$ cat src/rtl/id_ex_control_stage.sv
// Main control decoder, load-use hazard detection and ID/EX pipeline register.
// Optional feature macro: JUMP_EN (decode j in ID and drive id_jump).
module id_ex_control_stage #(
  parameter int CNT_W = 8
) (
  input  logic             clk,
  input  logic             rst_n,
  input  logic [5:0]       opcode,
  input  logic [5:0]       funct,
  input  logic [4:0]       id_rs,
  input  logic [4:0]       id_rt,
  input  logic [4:0]       id_rd,
  input  logic             flush,
  output logic             stall,
`ifdef JUMP_EN
  output logic             id_jump,
`endif
  output logic             ex_RegDst,
  output logic             ex_ALUSrc,
  output logic             ex_MemtoReg,
  output logic             ex_RegWrite,
  output logic             ex_MemRead,
  output logic             ex_MemWrite,
  output logic             ex_Branch,
  output logic [1:0]       ex_ALUOp,
  output logic [5:0]       ex_funct,
  output logic [4:0]       ex_rs,
  output logic [4:0]       ex_rt,
  output logic [4:0]       ex_rd,
  output logic             ex_illegal,
  output logic [CNT_W-1:0] stall_cnt
);

  localparam logic [5:0] OP_RTYPE = 6'b000000;
  localparam logic [5:0] OP_LW    = 6'b100011;
  localparam logic [5:0] OP_SW    = 6'b101011;
  localparam logic [5:0] OP_BEQ   = 6'b000100;
  localparam logic [5:0] OP_ADDI  = 6'b001000;
`ifdef JUMP_EN
  localparam logic [5:0] OP_J     = 6'b000010;
`endif

  typedef struct packed {
    logic       reg_dst;
    logic       alu_src;
    logic       mem_to_reg;
    logic       reg_write;
    logic       mem_read;
    logic       mem_write;
    logic       branch;
    logic [1:0] alu_op;
  } ctrl_t;

  typedef struct packed {
    ctrl_t      ctrl;
    logic [5:0] funct;
    logic [4:0] rs;
    logic [4:0] rt;
    logic [4:0] rd;
    logic       illegal;
  } idex_t;

  localparam idex_t BUBBLE = '0;

  ctrl_t dec_ctrl;
  logic  dec_illegal;
  logic  uses_rt;
  logic  jump_op;
  logic  hazard;
  logic  load_bubble;
  idex_t ex;

  // NOTE: every output of this block gets a default first so no path leaves
  // a signal unassigned, which would otherwise infer a latch.
  always_comb begin
    dec_ctrl    = '0;
    dec_illegal = 1'b0;
    uses_rt     = 1'b0;
    jump_op     = 1'b0;
    case (opcode)
      OP_RTYPE: begin
        dec_ctrl.reg_dst   = 1'b1;
        dec_ctrl.reg_write = 1'b1;
        dec_ctrl.alu_op    = 2'b10;
        uses_rt            = 1'b1;
      end
      OP_LW: begin
        dec_ctrl.alu_src    = 1'b1;
        dec_ctrl.mem_to_reg = 1'b1;
        dec_ctrl.reg_write  = 1'b1;
        dec_ctrl.mem_read   = 1'b1;
      end
      OP_SW: begin
        dec_ctrl.alu_src   = 1'b1;
        dec_ctrl.mem_write = 1'b1;
        uses_rt            = 1'b1;
      end
      OP_BEQ: begin
        dec_ctrl.branch = 1'b1;
        dec_ctrl.alu_op = 2'b01;
        uses_rt         = 1'b1;
      end
      OP_ADDI: begin
        dec_ctrl.alu_src   = 1'b1;
        dec_ctrl.reg_write = 1'b1;
      end
`ifdef JUMP_EN
      OP_J:    jump_op = 1'b1;
`endif
      default: dec_illegal = 1'b1;
    endcase
  end

  // A load in EX whose destination feeds the ID instruction must wait one cycle;
  // a flush squashes that instruction anyway, so it never stalls.
  assign hazard = ex.ctrl.mem_read && (ex.rt != 5'd0) &&
                  ((ex.rt == id_rs) || (uses_rt && (ex.rt == id_rt)));
  assign stall  = hazard && !flush;

`ifdef JUMP_EN
  assign id_jump = jump_op && !stall && !flush;
`endif

  // Jumps resolve in ID, so they also leave a bubble behind in EX.
  assign load_bubble = flush || stall || jump_op;

  // NOTE: state registers use non-blocking assignments so every flop samples
  // the pre-edge values, independent of statement order.
  always_ff @(posedge clk or negedge rst_n) begin
    if (!rst_n) begin
      ex <= BUBBLE;
    end else if (load_bubble) begin
      ex <= BUBBLE;
    end else begin
      ex.ctrl    <= dec_ctrl;
      ex.funct   <= funct;
      ex.rs      <= id_rs;
      ex.rt      <= id_rt;
      ex.rd      <= id_rd;
      ex.illegal <= dec_illegal;
    end
  end

  always_ff @(posedge clk or negedge rst_n) begin
    if (!rst_n) begin
      stall_cnt <= '0;
    end else if (stall && (stall_cnt != '1)) begin
      stall_cnt <= stall_cnt + CNT_W'(1);
    end
  end

  assign ex_RegDst   = ex.ctrl.reg_dst;
  assign ex_ALUSrc   = ex.ctrl.alu_src;
  assign ex_MemtoReg = ex.ctrl.mem_to_reg;
  assign ex_RegWrite = ex.ctrl.reg_write;
  assign ex_MemRead  = ex.ctrl.mem_read;
  assign ex_MemWrite = ex.ctrl.mem_write;
  assign ex_Branch   = ex.ctrl.branch;
  assign ex_ALUOp    = ex.ctrl.alu_op;
  assign ex_funct    = ex.funct;
  assign ex_rs       = ex.rs;
  assign ex_rt       = ex.rt;
  assign ex_rd       = ex.rd;
  assign ex_illegal  = ex.illegal;

endmodule

$ cat config.mk
export PLATFORM = sky130hd
export DESIGN_NAME = id_ex_control_stage
export DESIGN_NICKNAME = d
export VERILOG_FILES = /design/src/rtl/id_ex_control_stage.sv
export SDC_FILE = /design/constraint.sdc
export NUM_CORES = 1
export LEC_CHECK = 0
export CAP_MARGIN = 20
export CORE_MARGIN = 2
export CORE_UTILIZATION = 42
export DETAILED_ROUTE_END_ITERATION = 8
export HOLD_SLACK_MARGIN = 0.06
export PLACE_DENSITY = 0.8
export SETUP_SLACK_MARGIN = 0.3
export SLEW_MARGIN = 20
export SYNTH_ARGS = -nofsm -noshare
export SYNTH_HDL_FRONTEND = slang
export SYNTH_SLANG_ARGS = --single-unit
$ cat constraint.sdc
create_clock -name clk -period 2.8 [get_ports clk]
set_clock_uncertainty 0.1 [all_clocks]
set_input_delay 0.84 -clock clk [delete_from_list [all_inputs] [get_ports clk]]
set_output_delay 0.84 -clock clk [all_outputs]
set_load 0.02 [all_outputs]
==> results.txt <==
For this run, the total global-route usage over all layers was measured as 0.208. CTS placed an instance of sky130_fd_sc_hd__clkbuf_8 at the clock tree root. The number of global-route vias before repair came out at 1420. After detailed routing, the number of vias per cell comes to 5.05.

The core area is 0.00369 mm2. For this block, the via count after detailed routing is 1380. The layout-stage area growth over the synthesis result is 62.3%. The max-slew headroom at the worst pin is 0.460. Global routing finished with a remaining overflow of 0.

The number of H-tree levels is 2. The initial antenna violation count is 0. The kind of start point of the critical path is an input pin.

The post-synth net total is 163. The pre-antenna-repair detailed-routing pass consisted of 4 iterations. STA classifies the critical path endpoint as an output port.

Of the total power, the clock network draws 0.369. The clock insertion delay at the later pin of the skew report is 0.28 ns. The repair_antennas step left the layout with diodes totalling 0. The half-perimeter wire length after detailed placement is 2.90 mm. In the routed design, unresolved DRC markers number 0. The number of clock buffers inserted by TritonCTS came out at 5. The arrival time of data at the critical path endpoint came out at 1.98 ns.

The critical path start-end classification is input pin to output port. The share of the Yosys chip area taken by registers is 0.583. Max-cap violations in this run came to 0. The number of failing setup endpoints in the final timing report is 1. The net switching fraction of the power came out at 0.225. The net count reported at finish came out at 255. The largest single stage delay on the critical path is 0.29 ns.

Once detail routing completed, the nets flagged for antenna violations numbered 0. The kind of cell with the highest combined delay along the critical path is simple AND/OR/NAND/NOR gates. Clock-pin slew was measured on the worst setup and hold paths at 0.07 ns.

The switching power of the nets came out at 270 uW. The synthesized flop and latch total is 38. Synthesis produced 132 cells.

The synthesized design contains 0 enable-type register cells. The count of buffer and inverter cells on the critical path is 2. The TritonCTS clock tree is built.

The final non-filler cell area came out at 0.00265 mm2. The number of standard-cell rows in the floorplan is 22. The total detailed-routing wirelength came out at 4.15 mm.

The total design power is 1200 uW. The initial core utilization is 0.442. The final weighted congestion in routability-driven placement came out at 0.808. The most instantiated flip-flop cell in the synthesis netlist is sky130_fd_sc_hd__dfrtp_1. The largest vdd supply drop came out at 377 uV. The slew at the pin closest to its max-slew limit is 0.810 ns. The quantity of I/O buffers inserted on ports is 69. The run finished, with violations left. The total number of clock tree sinks is 38.

The die outline area came out at 0.00440 mm2. The top-level port count came out at 70. The number of endpoints with negative hold slack in the final report is 0. In this run, the number of DRC markers left after iteration 0 of detailed routing was 59. During synthesis, Yosys emitted a total of 0 warnings.

The final reports fail on negative setup slack. The standard cell with the maximum stage delay on the critical path is sky130_fd_sc_hd__and4b_4. The setup slack after layout is -0.117 ns. The maximum net fanout on the critical path came out at 3. In this run the cell area of the synthesized design comes to 0.00163 mm2. In the final routed layout, each cell accounts on average for 15.2 um. The maximum number of pins on one net before global-route repair came out at 39. The die is 66.3 um wide. The type of the worst min-delay path is flip-flop to flip-flop. The worst setup slack before clock tree synthesis is -1.03 ns. The final hold slack is 0.409 ns. Of the total power, combinational logic draws 0.152. The post-route fraction of the period consumed by the critical path came out at 1.04.

Power spread over the standard cell area amounts to 454 mW/mm2. The critical path goes through clkdlybuf4s15_1, and4b_4, a21oi_4, nor4_4, o21a_1, buf_6. The wire length of the first global-routing pass came out at 6.62 mm. The synthesized area per cell is 12.4 um2. The longest clock path from root to sink contains 2 buffers. The cell leakage power came out at 0.00119 uW. The y dimension of the die came out at 66.3 um. The proportion of power drawn by flip-flops and latches came out at 0.479. Of the cells placed in the final design, the portion with a size suffix greater than 1 is 0.231. The internal power is 931 uW. The final period demand of the worst path came out at 2.92 ns. Once placement finished, the instance area stood at 0.00245 mm2. The post-synthesis cell type count came out at 33. The max-slew violation total from the final report is 0. Setup repair after global routing could not meet its margin everywhere. The fraction of synthesis flops using an asynchronous set or reset pin came out at 1.00. The data required time at the worst endpoint came out at 1.86 ns. The highest clock rate is 343 MHz.
[sequential cells by signal, summed over array words and instances (netlist names)]
name         flops
ex_MemWrite      1
ex_MemRead       1
ex_ALUSrc        1
ex_rt            5
ex_ALUOp         2
ex_illegal       1
ex_RegDst        1
ex_funct         6
ex_rs            5
stall_cnt        8
ex_Branch        1
ex_RegWrite      1
ex_rd            5
[power by group through the flow]
stage | Combinational [uW] | Clock [uW] | Sequential, uW
2_1_floorplan | 40.7 | 0 | 608
3_3_place_gp | 169 | 0 | 585
3_5_place_dp | 174 | 0 | 586
4_1_cts | 182 | 452 | 576
5_1_grt | 194 | 480 | 578
6_report | 182 | 443 | 576
[through the flow]
| stage | setup TNS, ns | util | std cells |
|---|---|---|---|
| floorplan | 0 | - | 132 |
| global placement | -3.30 | 0.664 | 258 |
| detailed placement | -6.19 | 0.664 | 258 |
| CTS | -0.132 | 0.717 | 273 |
| global route | -0.172 | 0.717 | 273 |
| finish | -0.117 | 0.717 | 273 |
[logic make-up after synthesis]
group | count (synthesis) | synth area share
multiplexers | 3 | 0.0230
flip-flops | 38 | 0.583
XOR/XNOR | 14 | 0.0752
buffers and inverters | 6 | 0.0230
AO/OA/AOI/OAI | 11 | 0.0476
AND/OR/NAND/NOR | 59 | 0.240
adder cells (fa/ha/maj) | 1 | 0.00767
[layout make-up]
class / instances / area [um2]
fillers: 276 / 1040
repair buffers: 89 / 826
clock inverters: 1 / 30.0
well taps: 48 / 60.1
multi-input cells: 89 / 699
flip-flops and latches: 38 / 951
clock buffers: 7 / 76.3
inverters: 1 / 3.75
[cells in the mapped netlist (3+ instances only)]
cell type / instances / area (um2)
sky130_fd_sc_hd__a21oi_1: 3 / 15.0
sky130_fd_sc_hd__and2_1: 21 / 131
sky130_fd_sc_hd__dfrtp_1: 38 / 951
sky130_fd_sc_hd__nand2_1: 5 / 18.8
sky130_fd_sc_hd__nand3_1: 4 / 20.0
sky130_fd_sc_hd__nand4_1: 4 / 25.0
sky130_fd_sc_hd__nor2_1: 7 / 26.3
sky130_fd_sc_hd__nor3_1: 3 / 15.0
sky130_fd_sc_hd__o21a_1: 4 / 30.0
sky130_fd_sc_hd__xnor2_1: 10 / 87.6
sky130_fd_sc_hd__xor2_1: 4 / 35.0
[what timing repair did]
item                                    in CTS  in global routing
hold buffers                                 0                  0
endpoints found under the setup margin      35                 31
gates cloned                                 1                  0
pin swaps                                   13                  0
buffers inserted                             6                  0
resized for setup                           52                  2
[final timing paths]
kind	from	to	slack [ns]	cells past startpoint
setup / recovery	opcode[1]	stall	-0.12	6
max in group asynchronous	rst_n	ex_RegDst	1.54	1
min in group asynchronous	rst_n	ex_rd[4]	0.54	1
hold reg to reg	stall_cnt[5]	stall_cnt[5]	0.41	1
setup reg to reg	ex_rt[0]	stall_cnt[1]	0.56	7
hold / removal	stall_cnt[5]	stall_cnt[5]	0.41	1
[cells in the final DEF, fill, tap and decap left out, types with 2 or more instances in the layout]
master and instances:
sky130_fd_sc_hd__a21oi_1 3, sky130_fd_sc_hd__and2_1 21, sky130_fd_sc_hd__and3_1 2, sky130_fd_sc_hd__and3_2 2, sky130_fd_sc_hd__and4b_1 2, sky130_fd_sc_hd__buf_2 3, sky130_fd_sc_hd__buf_4 20, sky130_fd_sc_hd__buf_6 5
sky130_fd_sc_hd__clkbuf_1 2, sky130_fd_sc_hd__clkbuf_8 5, sky130_fd_sc_hd__clkdlybuf4s15_1 2, sky130_fd_sc_hd__clkdlybuf4s50_1 52, sky130_fd_sc_hd__dfrtp_1 38, sky130_fd_sc_hd__dlygate4sd2_1 6, sky130_fd_sc_hd__nand2_1 5, sky130_fd_sc_hd__nand3_1 4
sky130_fd_sc_hd__nand4_1 4, sky130_fd_sc_hd__nor2_1 7, sky130_fd_sc_hd__nor3_1 2, sky130_fd_sc_hd__nor3b_1 2, sky130_fd_sc_hd__nor4_4 2, sky130_fd_sc_hd__o21a_1 4, sky130_fd_sc_hd__o21ba_4 2, sky130_fd_sc_hd__xnor2_1 8
sky130_fd_sc_hd__xnor2_2 2, sky130_fd_sc_hd__xor2_1 3
[per-layer routing]
layer	global-route usage	wire [um]	up-vias
li1	-	-	630
met1	0.228	1590	680
met2	0.380	2170	61
met3	0.0716	303	9
met4	0.0561	89	0
met5	0	0	-
(Power assumes the default switching activity.)
